<file path="src/rtl/cond_predicate_unit.sv">
`default_nettype none
// ============================================================================
// Module   : cond_predicate_unit
// Brief    : EXE-stage NZCV status register, condition evaluation and IT blocks
// Revision : 1.0  initial release
// ============================================================================
module cond_predicate_unit #(
    parameter  int            IT_DEPTH   = 4,
    parameter  logic [3:0]    STATUS_RST = 4'b0000,
    localparam int            CNT_W      = $clog2(IT_DEPTH + 1)
) (
    input  logic                clk,
    input  logic                rst_n,
    input  logic                stall,
    input  logic                flush,
    input  logic                valid_in,
    input  logic [3:0]          cond,
    input  logic                s_update,
    input  logic [3:0]          alu_status,
    input  logic                it_start,
    input  logic [3:0]          it_cond,
    input  logic [CNT_W-1:0]    it_len,
    input  logic [IT_DEPTH-1:0] it_mask,
    output logic                exec_en,
    output logic [3:0]          status_q,
    output logic                it_active,
    output logic [CNT_W-1:0]    it_remaining,
    output logic                it_err
);

    localparam logic [CNT_W-1:0] C_MAX_LEN = CNT_W'(IT_DEPTH);

    logic [3:0]          status_d;
    logic                it_active_q, it_active_d;
    logic [CNT_W-1:0]    it_remaining_q, it_remaining_d;
    logic                it_err_q, it_err_d;
    logic [3:0]          it_base_q, it_base_d;
    logic [IT_DEPTH-1:0] mask_q, mask_d;

    logic                w_go;
    logic                w_len_bad;
    logic                w_illegal;
    logic                w_pass;
    logic [3:0]          w_eff_cond;

    // Flags are {Z,C,N,V}
    function automatic logic cond_pass(input logic [3:0] c, input logic [3:0] f);
        logic z, cf, n, v;
        {z, cf, n, v} = f;
        case (c)
            4'h0:    cond_pass = z;
            4'h1:    cond_pass = !z;
            4'h2:    cond_pass = cf;
            4'h3:    cond_pass = !cf;
            4'h4:    cond_pass = n;
            4'h5:    cond_pass = !n;
            4'h6:    cond_pass = v;
            4'h7:    cond_pass = !v;
            4'h8:    cond_pass = cf & !z;
            4'h9:    cond_pass = !cf | z;
            4'hA:    cond_pass = (n == v);
            4'hB:    cond_pass = (n != v);
            4'hC:    cond_pass = !z & (n == v);
            4'hD:    cond_pass = z | (n != v);
            4'hE:    cond_pass = 1'b1;
            default: cond_pass = 1'b0;
        endcase
    endfunction

    always_comb begin
        w_go       = valid_in & !stall & !flush;
        w_len_bad  = (it_len == '0) | (it_len > C_MAX_LEN);
        w_illegal  = it_start & (it_active_q | w_len_bad);
        w_eff_cond = it_active_q ? (it_base_q ^ {3'b000, mask_q[0]}) : cond;
        // A legal IT instruction itself always commits as a no-op
        w_pass     = (it_start & !it_active_q) ? 1'b1 : cond_pass(w_eff_cond, status_q);
        exec_en    = w_go & w_pass & !w_illegal;
    end

    always_comb begin
        status_d       = status_q;
        it_active_d    = it_active_q;
        it_remaining_d = it_remaining_q;
        it_base_d      = it_base_q;
        mask_d         = mask_q;
        it_err_d       = 1'b0;
        if (!stall) begin
            if (flush) begin
                it_active_d    = 1'b0;
                it_remaining_d = '0;
                it_base_d      = 4'h0;
                mask_d         = '0;
            end else if (valid_in) begin
                if (w_illegal) begin
                    it_err_d       = 1'b1;
                    it_active_d    = 1'b0;
                    it_remaining_d = '0;
                    it_base_d      = 4'h0;
                    mask_d         = '0;
                end else if (it_start) begin
                    it_active_d    = 1'b1;
                    it_remaining_d = it_len;
                    it_base_d      = it_cond;
                    mask_d         = it_mask;
                end else if (it_active_q) begin
                    it_remaining_d = it_remaining_q - 1'b1;
                    it_active_d    = (it_remaining_q != CNT_W'(1));
                    mask_d         = mask_q >> 1;
                end
                if (exec_en & s_update & !it_start) begin
                    status_d = alu_status;
                end
            end
        end
    end

    always_ff @(posedge clk or negedge rst_n) begin
        if (!rst_n) begin
            status_q       <= STATUS_RST;
            it_active_q    <= 1'b0;
            it_remaining_q <= '0;
            it_err_q       <= 1'b0;
            it_base_q      <= 4'h0;
            mask_q         <= '0;
        end else begin
            status_q       <= status_d;
            it_active_q    <= it_active_d;
            it_remaining_q <= it_remaining_d;
            it_err_q       <= it_err_d;
            it_base_q      <= it_base_d;
            mask_q         <= mask_d;
        end
    end

    assign it_active    = it_active_q;
    assign it_remaining = it_remaining_q;
    assign it_err       = it_err_q;

endmodule
`default_nettype wire
</file>
<file path="config.mk">
export PLATFORM = sky130hd
export DESIGN_NAME = cond_predicate_unit
export DESIGN_NICKNAME = d
export VERILOG_FILES = /design/src/rtl/cond_predicate_unit.sv
export SDC_FILE = /design/constraint.sdc
export NUM_CORES = 1
export LEC_CHECK = 0
export CAP_MARGIN = 20
export CORE_ASPECT_RATIO = 1.2
export CORE_MARGIN = 4
export CORE_UTILIZATION = 35
export DETAILED_ROUTE_END_ITERATION = 7
export GPL_ROUTABILITY_DRIVEN = 0
export HOLD_SLACK_MARGIN = 0.08
export PLACE_DENSITY = 0.72
export SYNTH_ARGS = -nofsm -noshare
export SYNTH_HDL_FRONTEND = slang
export SYNTH_SLANG_ARGS = --single-unit
</file>
<file path="constraint.sdc">
create_clock -name clk -period 2.82 [get_ports clk]
set_input_delay 0.423 -clock clk [delete_from_list [all_inputs] [get_ports clk]]
set_output_delay 0.423 -clock clk [all_outputs]
set_load 0.005 [all_outputs]
</file>
==> summary.txt <==
status -> completed
Crit path required time -> 2400 ps
Yosys warning total -> 0
fillers -> 313
first drt pass iteration count -> 4
met3 WL post-DR -> 192 um
max-cap violations -> 0
DRC viols -> 0
Logic pwr share -> 41.0%
setup bufs post-CTS -> 0
switching portion of total power -> 32.76%
DIE AREA -> 4571 um2
PortBufs -> 35
fmax -> 362.8 MHz
Clock Tree Buf Depth -> 2
IO Count -> 36
Initial Utilization -> 36.90%
CP arrival -> 2330 ps
Worst-path clk slew -> 70 ps
Pwr Density -> 497.4 nW/um2
CTS hold repair buffers -> 0
vias in the first global route -> 1264
number of synthesized flops with an enable pin -> 0
post-synthesis register bit count -> 17
met2 WL post-DR -> 1672 um
sequential share of power -> 38.8%
mux contribution to synthesized area -> 3.625%
most common cell after layout, fill and taps aside -> clkdlybuf4s50_1
final hold slack -> 517.3 ps
final wirelength -> 3305 um
Max Fanout on Critical Path -> 16
clock group share of total power -> 20.2%
Chip Height -> 73.27 um
Crit-path slowest cell -> dfrtp_1
CORE AREA -> 3367 um2
reg2reg path depth -> 8
CP peak stage delay -> 420 ps
Total GRT Usage -> 14.20%
setup violators final -> 0
clock sinks -> 17
first-pass GRT wire length -> 5471 um
Hold Fails Final Rpt -> 0
placed instance area -> 1702 um2
VDD IR max -> 299.1 uV
largest family of logic cells by synthesized area -> compound AO/OA/AOI/OAI gates
most frequent cells in the layout -> 32 x clkdlybuf4s50_1, 17 x dfrtp_1, 13 x buf_4
RSZ-0062 raised after global routing -> false
crit path kind -> flop to primary output
critical path depth in cells -> 8
TritonCTS clock tree -> yes
area share of fa/ha/maj cells after synthesis -> 2.014%
number of vias per cell -> 5.823
post-synth cell types -> 54
startpoint types -> flop
Detail Route Antenna Nets -> 0
Die X -> 62.39 um
path category of the worst min-delay check -> flop to flop
DP HPWL -> 2568 um
layout cells sized above 1 -> 15.30%
setup TNS -> 0 ps
Worst-Margin Slew -> 801.3 ps
CTS Root Cell -> clkbuf_8
Top delay family on crit path -> simple AND/OR/NAND/NOR gates
crit path capture type -> primary output
largest net degree at the start of global routing -> 18
initial antenna violation count -> 0
critical path, cell by cell -> buf_4 -> mux2i_4 -> nand2b_1 -> a221o_1 -> and4_4 -> nor3b_4 -> nor2_1 -> dlygate4sd2_1
Core Rows -> 23
finished layout cell area -> 1780 um2
H-tree depth -> 1
wl on met1 -> 1400 um
fin. max-slew vios -> 0
Syn-to-layout area delta -> 43.30%
minimum clock period -> 2756 ps
Highest Signal Layer -> met4
ys flop type -> dfrtp_1
Synth Net Count -> 165
Hold Crit Depth -> 1
nets@finish -> 212
TritonCTS buffer count -> 3
Iteration-0 DRC Markers -> 47
syn avg cell area -> 9.069 um2
Synth Area in XOR/XNOR -> 3.424%
Post-Synth Simple-Gate Area -> 22.46%
grt ovf -> 0
Synth Cell Area -> 1242 um2
final setup skew -> 5.287 ps
post-synthesis async set-or-reset flop share -> 100.0%
Mapped Cells -> 137
vias -> 1281
clk_lat worst skew -> 250 ps
Compound-Gate Fraction of Synth Area -> 29.31%
Net Sw Power -> 0.2901 mW
Final Cycle Share -> 97.74%
Seq/Total Area, Yosys -> 34.24%
slew margin rel. -> 46.41%
Tot Pwr -> 0.8856 mW
critical path buffer and inverter count -> 2
Leakage -> 0.7603 nW
internal power -> 0.5954 mW
# diodes -> 0
WL/cell -> 15.02 um
## power by group through the flow
stage	clock, mW	combinational (mW)	sequential (mW)
finish	0.179	0.364	0.343
global route	0.195	0.399	0.351
CTS	0.185	0.361	0.342
detailed placement	0	0.356	0.347
global placement	0	0.347	0.344
floorplan	0	0.215	0.322
## path summary, 6_finish.rpt
path / endpoint / startpoint / slack (ps)
max in group asynchronous: it_base_q[3] / rst_n / 1680
min in group asynchronous: it_remaining[1] / rst_n / 640
worst min register to register: mask_q[3] / mask_q[3] / 520
worst min-delay path: mask_q[3] / mask_q[3] / 520
worst max-delay path: exec_en / it_active / 60
worst max register to register: status_q[1] / it_active / 690
## layer usage
layer / GRT usage [%] / vias to the layer above
li1: - / 607
met1: 17.55 / 616
met2: 24.77 / 52
met3: 2.599 / 6
met4: 5.189 / 0
met5: 0 / -
## flip-flops by register name, summed over array words and instances, names as in the netlist
signal / cells
it_active: 1
it_base_q: 4
it_err: 1
it_remaining: 3
mask_q: 4
status_q: 4
## cells in the mapped netlist (2+ instances only)
library cell | n | area share (%)
a22o_1 | 8 | 5.6
nand2b_1 | 3 | 1.5
dfrtp_1 | 17 | 34
a221o_1 | 2 | 1.6
nand3_1 | 2 | 0.81
xnor2_1 | 2 | 1.4
nor2b_1 | 5 | 2.5
o21ai_0 | 9 | 3.6
ha_1 | 2 | 2.0
nor2_1 | 10 | 3.0
buf_4 | 2 | 1.2
a21o_1 | 3 | 1.8
o211ai_1 | 2 | 1.2
nor4b_1 | 3 | 2.1
nor3_1 | 3 | 1.2
clkbuf_1 | 3 | 0.91
a21oi_1 | 4 | 1.6
nand2_1 | 10 | 3.0
o21a_1 | 2 | 1.2
o22ai_1 | 4 | 2.0
mux2i_1 | 3 | 2.4
inv_1 | 5 | 1.5
o21ai_1 | 2 | 0.81
## final cells by class
type	count	area (um2)	area share, %
inverters	5	18.77	1.054
repair buffers	49	462.9	26.00
flip-flops and latches	17	425.4	23.89
multi-input cells	108	782.0	43.92
well taps	37	46.29	2.600
clock buffers	4	45.04	2.530
## kinds of logic (layout without fill, tap and decap cells)
family,Yosys count,in the layout
AO/OA/AOI/OAI,50,50
XOR/XNOR,4,4
adder cells (fa/ha/maj),2,2
flip-flops,17,17
multiplexers,4,4
buffers and inverters,12,58
AND/OR/NAND/NOR,48,48
## through the flow
stage	utilization, %	instances	worst slack (ps)
floorplan	-	137	689.4
global placement	50.54	216	-181.4
detailed placement	50.54	216	-217.9
CTS	52.17	220	0.09548
global route	52.88	220	0.1226
finish	52.88	220	63.67
## repair_timing
action,4_1_cts,5_1_grt
pin swaps,0,0
endpoints found under the setup margin,1,1
gates resized for setup,3,5
Note: power is estimated with default switching activity, not from simulation.
==> variant (config.mk and constraints unchanged) <==
Register the output `status_q` once more, with the module's reset; this adds one clock of latency there. The other outputs are not delayed to match.
--- a/src/rtl/cond_predicate_unit.sv
+++ b/src/rtl/cond_predicate_unit.sv
@@ -30,4 +30,6 @@
 
     localparam logic [CNT_W-1:0] C_MAX_LEN = CNT_W'(IT_DEPTH);
+
+    logic [3:0] status_q_s0;
 
     logic [3:0]          status_d;
@@ -74,10 +76,10 @@
         w_eff_cond = it_active_q ? (it_base_q ^ {3'b000, mask_q[0]}) : cond;
         // A legal IT instruction itself always commits as a no-op
-        w_pass     = (it_start & !it_active_q) ? 1'b1 : cond_pass(w_eff_cond, status_q);
+        w_pass     = (it_start & !it_active_q) ? 1'b1 : cond_pass(w_eff_cond, status_q_s0);
         exec_en    = w_go & w_pass & !w_illegal;
     end
 
     always_comb begin
-        status_d       = status_q;
+        status_d       = status_q_s0;
         it_active_d    = it_active_q;
         it_remaining_d = it_remaining_q;
@@ -117,5 +119,5 @@
     always_ff @(posedge clk or negedge rst_n) begin
         if (!rst_n) begin
-            status_q       <= STATUS_RST;
+            status_q_s0    <= STATUS_RST;
             it_active_q    <= 1'b0;
             it_remaining_q <= '0;
@@ -124,5 +126,5 @@
             mask_q         <= '0;
         end else begin
-            status_q       <= status_d;
+            status_q_s0    <= status_d;
             it_active_q    <= it_active_d;
             it_remaining_q <= it_remaining_d;
@@ -137,4 +139,12 @@
     assign it_err       = it_err_q;
 
+    always_ff @(posedge clk or negedge rst_n) begin
+        if (!rst_n) begin
+            status_q <= '0;
+        end else begin
+            status_q <= status_q_s0;
+        end
+    end
+
 endmodule
 `default_nettype wire
Function: changed (a bounded check fails within 4 cycles, from zero or initial values and one cycle with rst_n low).
==> variant against the original RTL <==
- utilization rose by 0.39 points
- critical path depth grew 1
- sequential cell count up 4
- combinational power fell by 6.6%
- setup slack better by 0.040 ns
- routed wire length is 17% higher
- fmax up 1.5%
- power is 4.9% higher
- synthesized area increased by 13%
- cell area increased by 12%
- largest power group is now sequential cells
- highest routed layer unchanged
==> variant: results (changes against the original RTL) <==
status - finished, final reports clean
ys async rst share - 1.00 (unchanged)
H-tree depth - 1 (unchanged)
vias per cell - 5.38 (-7.7%)
Peak VDD IR - 0.173 mV (-42%)
DRT iter0 DRCs - 94 (+100%)
largest net degree at the start of global routing - 22 (+4)
CTS max path bufs - 2 (unchanged)
Worst EP arrival - 2.29 ns (-0.04 ns)
Worst Skew - 0.00366 ns (-0.00163 ns)
final wirelength - 3880 um (+17%)
worst hold path class - input pin to async pin
Die W - 65.8 um (+5.5%)
cell family with most CP delay - buffers and inverters
n_diodes - 0 (unchanged)
worst skew pair latency - 0.26 ns
# port buffers - 35 (unchanged)
DPL Wire Length - 2970 um (+16%)
library cells used by synthesis - 53 (-1.9%)
CTS root buffer - clkbuf_8
YS warnings - 0 (unchanged)
drt pass-1 iters - 5 (+1)
fin. max-slew vios - 0 (unchanged)
synthesized netlist net count - 176 (+6.7%)
placed instance area - 1930 sq um (+13%)
Tot GR Track Use - 0.156 (+0.0137)
CP max FO - 6 (-10)
Slowest cell on crit path - clkdlybuf4s50_1
TritonCTS Buffers - 3 (unchanged)
Pleak - 0.847 nW (+11%)
Max-slew headroom - 0.651 (+0.186)
sequential area share after synthesis - 0.374 (+0.0316)
maximum cell stage delay along the critical path - 0.44 ns (+0.02 ns)
synth cell count leaders - dfrtp_1 (21), o21ai_0 (13), nor2_1 (10)
fin nets - 230 (+8.5%)
fraction of layout cells with a size suffix above 1 - 0.194 (+0.0410)
main area contributors after synthesis - dfrtp_1 (37%), o21ai_0 (4.6%), mux2i_1 (3.6%), a22o_1 (3.1%), xnor2_1 (3.1%)
vias in the first global route - 1430 (+13%)
CTS clock-pin slew for the worst setup and hold paths - 0.07 ns (about the same)
post-place setup slack - -0.320 ns (-0.102 ns)
first-pass GRT wire length - 6370 um (+16%)
initial antenna violation count - 0 (unchanged)
variant: layout make-up:
type	instances	area [sq um]
Fill cell	345	1750
Multi-Input combinational cell	110	825
Sequential cell	21	526
Timing Repair Buffer	56	502
Tap cell	52	65.1
Clock buffer	4	45.0
Inverter	10	37.5
variant: layer usage:
metal	global-route usage	vias up	wire length, um
li1	-	657	-
met1	0.195	647	1690
met2	0.256	49	1910
met3	0.0332	7	210
met4	0.0664	0	68
met5	0	-	0
variant: kinds of logic after synthesis:
family / after synthesis / share of synthesized area
compound gates: 53 / 0.282
fa+ha+maj: 2 / 0.0178
buf+inv: 17 / 0.0534
flops: 21 / 0.374
xor+xnor: 7 / 0.0490
mux: 8 / 0.0597
simple gates: 40 / 0.164
variant: worst reg2reg max path, cell delays in order, from the launching register on:
cell and delay (ns):
dfrtp_1 0.44, buf_4 0.23, mux2_2 0.37, o21ai_0 0.10, a21oi_1 0.08, a221oi_2 0.35, buf_4 0.17, buf_4 0.10
o21a_1 0.17, o21ai_1 0.09
variant: where the power goes:
group	total, mW	leakage (nW)	internal, mW	switching [mW]
clock network	0.197	0.0228	0.101	0.0964
logic	0.340	0.543	0.190	0.150
registers	0.392	0.282	0.342	0.0497
total	0.929	0.847	0.633	0.296
variant: timing repair:
item,4_1_cts,5_1_grt
pin swaps,3,2
resized for setup,5,3
setup buffers,1,1
endpoints found under the setup margin,1,1
variant: final timing paths:
check	end	start	slack (ns)	cells after the start
setup / recovery	exec_en	cond[2]	0.10	9
min in group clk	mask_q[3]	mask_q[3]	0.52	1
max in group asynchronous	it_base_q[3]	rst_n	2.09	2
hold reg to reg	mask_q[3]	mask_q[3]	0.52	1
hold / removal	status_q[0]	rst_n	0.50	2
setup reg to reg	status_q_s0[2]	it_active	0.61	9
variant: per-stage QoR:
step / TNS, ns / hold slack [ns] / std cells
6_report: 0 / 0.504 / 253
5_1_grt: 0 / 0.525 / 253
4_1_cts: 0 / 0.519 / 252
3_5_place_dp: -0.320 / 0.502 / 247
3_3_place_gp: -0.273 / 0.470 / 247
2_1_floorplan: 0 / 0.127 / 148
